<file path="src/rtl/vm_register_pkg.sv">
// Shared vending-machine constants used by the datapath storage blocks.
package vm_register_pkg;

  // Data width of every vending-machine datapath word (credit, price, change).
  localparam int VM_DATA_W = 8;

endpackage : vm_register_pkg

</file>
<file path="src/rtl/vm_register.sv">
// vm_register: parameterised datapath register with synchronous clear and
// load enable. Clear has priority over load; otherwise the value holds.
// The output is driven straight from the flops, so no input reaches data_o
// without passing through a clock edge.
module vm_register
  import vm_register_pkg::*;
#(
  parameter int               WIDTH     = VM_DATA_W,
  parameter logic [WIDTH-1:0] RESET_VAL = '0
) (
  input  logic             clk_i,
  input  logic             clr_i,
  input  logic             ld_i,
  input  logic [WIDTH-1:0] data_i,
  output logic [WIDTH-1:0] data_o
);

  // Stored value. The declaration initialiser sets the configuration value,
  // so the register reads RESET_VAL before any clear has been applied.
  logic [WIDTH-1:0] data_r = RESET_VAL;

  // Clear beats load; with neither asserted the stored value is held.
  always_ff @(posedge clk_i) begin
    if (clr_i) begin
      data_r <= RESET_VAL;
    end else if (ld_i) begin
      data_r <= data_i;
    end else begin
      data_r <= data_r;
    end
  end

  assign data_o = data_r;

endmodule : vm_register

</file>
<file path="config.mk">
export PLATFORM = sky130hd
export DESIGN_NAME = vm_register
export DESIGN_NICKNAME = d
export VERILOG_FILES = /design/src/rtl/vm_register_pkg.sv /design/src/rtl/vm_register.sv
export SDC_FILE = /design/constraint.sdc
export NUM_CORES = 1
export LEC_CHECK = 0
export CAP_MARGIN = 20
export CORE_AREA = 2 2 39 41
export DETAILED_ROUTE_END_ITERATION = 12
export DIE_AREA = 0 0 41 43
export PLACE_DENSITY = 0.57
export SLEW_MARGIN = 20
export SYNTH_ARGS = -nofsm -noshare
export SYNTH_HDL_FRONTEND = slang
export SYNTH_SLANG_ARGS = --single-unit
</file>
<file path="constraint.sdc">
create_clock -name clk_i -period 0.8 [get_ports clk_i]
set_input_delay 0.16 -clock clk_i [delete_from_list [all_inputs] [get_ports clk_i]]
set_output_delay 0.16 -clock clk_i [all_outputs]
set_load 0.02 [all_outputs]
</file>
Word level (Yosys, flattened, before mapping)
Index checks and enable logic that the tools add are counted.
{"block": "totals", "ff_bits": 8, "in_bits": 11, "output_inout_bits": 8, "elab_cells": 1}

Longest topological paths before layout
{"block": "depth", "depth_word": 0, "ltp_mapped": 3, "mapped_depth_nobuf": 2}

Least setup slack after synthesis
Ideal clock, no wire load.
{"block": "synth_path", "path_kind": "reg-to-reg", "start": "register, netlist name data_o[0]", "end": "register data_r[0] (netlist: data_o[0])", "setup_time_ns": 0.124, "t_arrival_ns": 0.527, "t_required_ns": 0.676, "slack_ns": 0.149, "stages_incl_launch_ff": 3, "path_buffers": 0, "synth_period_minus_slack_ns": 0.651, "cell_sequence": "dfxtp_1 mux2i_1 nor2_1"}
{"element": "end signal: assignment", "line": "vm_register.sv:27", "source": "data_r <= data_i;"}
{"element": "end signal: assignment", "line": "vm_register.sv:29", "source": "data_r <= data_r;"}
{"element": "end: declaration", "line": "vm_register.sv:20", "source": "logic [WIDTH-1:0] data_r = RESET_VAL;"}

Final worst setup path
{"block": "layout_path", "start": "register data_r[2] (netlist: data_o[2])", "end": "output port data_o[2]"}
{"element": "end: declaration", "line": "vm_register.sv:15", "source": "output logic [WIDTH-1:0] data_o"}
No word-level cell between the ends.

==> flow_metrics.env <==
export IMPL_die_h_microns=43
export IMPL_cp_buffers_inverters=1
export IMPL_drtAntennaViolNets=0
export IMPL_internal_power_uw=718
export IMPL_maxSlewHeadroom_pct=90.0
export IMPL_status="finished, violations left"
export IMPL_dieArea_sq_mm=0.00176
export IMPL_period_share_pct=107
export IMPL_syn_avg_cell_area_sq_um=11.0
export IMPL_clkPwrFrac_pct=32.1
export IMPL_p_per_area_mw_per_mm2=1730
export IMPL_path_delay_family="flip-flops"
export IMPL_drt_pass1_iterations=1
export IMPL_grt_max_degree=9
export IMPL_worstHoldPathCells=4
export IMPL_insertion_delay_ps=250
export IMPL_seq_area_sq_um=170
export IMPL_violations="setup timing"
export IMPL_start_kind="flip-flop"
export IMPL_final_util_pct=39.2
export IMPL_synth_cell_type_count=5
export IMPL_drv_cap=0
export IMPL_gr_total_overflow=0
export IMPL_worstHoldStart="ld_i"
export IMPL_sw_frac_of_total_pct=23.3
export IMPL_syn_to_final_growth_pct=89.9
export IMPL_die_x_microns=41
export IMPL_cp_end_kind="primary output"
export IMPL_cts_htree_levels=1
export IMPL_r2r_setup_slack_ps=180
export IMPL_vdd_drop_max_mv=0.779
export IMPL_synth_nets=37
export IMPL_worstSetupPathType="reg -> out"
export IMPL_report_final_hold_viol_count=0
export IMPL_leakage_uw=0.000251
export IMPL_cp_slowest_cell="dfxtp_2"
export IMPL_crit_chain="buf_6"
export IMPL_diodes=0
export IMPL_io_buffer_count=18
export IMPL_power_uw=936
export IMPL_reg2regPathDepth=2
export IMPL_num_io_pins=19
export IMPL_worst_pin_slew_ps=145
export IMPL_clockRootBuffer="clkbuf_4"
export IMPL_fmax_mhz=1170
export IMPL_cts_buffers=3
export IMPL_synth_top_area_cell="dfxtp_1"
export IMPL_synth_top_cell_area_share_pct=56.1
export IMPL_place_gp_congestion=0.513
export IMPL_yosys_warnings=0
export IMPL_clkSinkCount=8
export IMPL_slowest_delay_ps=320
export IMPL_grt_pass1_vias=229
export IMPL_hp_class="in -> reg"
export IMPL_finalSetupViolCount=8
export IMPL_multi_input_area_sq_um=110
export IMPL_ys_ff_latch=8
export IMPL_post_cts_setup_buffers=0
export IMPL_start_util_pct=20.6
export IMPL_drive_gt1_share_pct=45.8
export IMPL_fillers=140
export IMPL_drc_errors=0
export IMPL_period_minus_slack_ps=853
export IMPL_via_per_inst=3.89
export IMPL_cts_max_path_buffers=2
export IMPL_wl_microns=603
export IMPL_grt_pass1_wl_microns=890
export IMPL_clock_skew_ps=0
export IMPL_setup_ws_ps=-53.5
export IMPL_cts_tree="yes"
export IMPL_r2r_end="data_o[4]$_SDFFE_PP0P_"
export IMPL_slew_violations=0
export IMPL_rsz0062_at_grt="true"
export IMPL_grt_total_usage_pct=7.94
export IMPL_largest_reg_flops=8
export IMPL_num_vias=249
export IMPL_seqPwrFrac_pct=47.4
export IMPL_core_sq_mm=0.00138
export IMPL_arrival_ps=690
export IMPL_combPwrFrac_pct=20.6
export IMPL_synth_cells=26
export IMPL_ys_seq_area_share_pct=56.1
export IMPL_hold_end="data_o[2]$_SDFFE_PP0P_"
export IMPL_crit_fanout=2
export IMPL_path_clk_slew_ps=60
export IMPL_drt_iter0_drc=0
export IMPL_net_switching_power_uw=218
export IMPL_yosys_top_cells_area="dfxtp_1, mux2i_1, nor2_1"
export IMPL_antenna_found_initial=0
export IMPL_wl_per_cell_microns=9.42
export IMPL_hpwl_microns=472
export IMPL_timing_rr_start="data_o[4]$_SDFFE_PP0P_"
export IMPL_nets=61
export IMPL_syn_area_sq_um=285
export IMPL_rows=14
export IMPL_crit_required_ps=640
-- cell usage in the layout (no fill, tap or decap), drive strengths merged --
cell type and count:
nor2 8, buf 11, mux2i 8, dfxtp 8, clkbuf 3, dlygate4sd2 1, clkdlybuf4s50 9
-- metrics by stage --
step	cell area (sq um)	worst slack (ps)	TNS, ps	cells	hold WS, ps
after CTS	542	-61.7	-448	64	464
after floorplan	285	149	0	26	307
after global routing	542	-76.0	-541	64	506
after global placement	493	-342	-4810	61	472
after detailed placement	493	-353	-4860	61	485
final	542	-53.5	-368	64	461
-- power by group through the flow --
stage	Combinational [uW]	Sequential (uW)	Clock, uW
finish	192	443	300
global route	205	445	330
CTS	195	444	313
detailed placement	187	443	0
global placement	186	442	0
floorplan	50.6	471	0
-- logic make-up (layout without fill, tap and decap cells) --
family,count (synthesis),count (layout),synth area share (%)
buffers and inverters,2,24,5.26
muxes,8,8,28.1
and+or+nand+nor,8,8,10.5
DFF,8,8,56.1
-- Yosys cell counts --
master / number
buf_1: 1
buf_6: 1
dfxtp_1: 8
mux2i_1: 8
nor2_1: 8
-- how the worst max path moves through the flow --
stage | start | end | slack, ps | depth (start not counted)
CTS | data_o[5]$_SDFFE_PP0P_ | data_o[5] | -60 | 1
global route | data_o[5]$_SDFFE_PP0P_ | data_o[5] | -80 | 1
floorplan | data_o[0]$_SDFFE_PP0P_ | data_o[0]$_SDFFE_PP0P_ | 150 | 2
global placement | ld_i | data_o[3]$_SDFFE_PP0P_ | -340 | 4
detailed placement | ld_i | data_o[6]$_SDFFE_PP0P_ | -350 | 4
finish | data_o[2]$_SDFFE_PP0P_ | data_o[2] | -50 | 1
-- layout make-up --
class / instances / area share, %
clock buffers: 3 / 4.16
well taps: 16 / 3.70
multi-input cells: 16 / 20.3
repair buffers: 21 / 40.4
flip-flops and latches: 8 / 31.4
-- timing repair --
action,CTS,global route
endpoints found under the setup margin,16,8
gates resized for setup,59,0
hold buffers,0,0
-- metal layers --
layer  part of all wire [%]  track usage (%)  up-vias
met5                      0                0        -
met4                      0             6.00        0
met3                     10             3.14        0
met2                     44             10.3       10
met1                     46             10.0      110
li1                       -                -      129
Power figures use the tool's default switching activity.
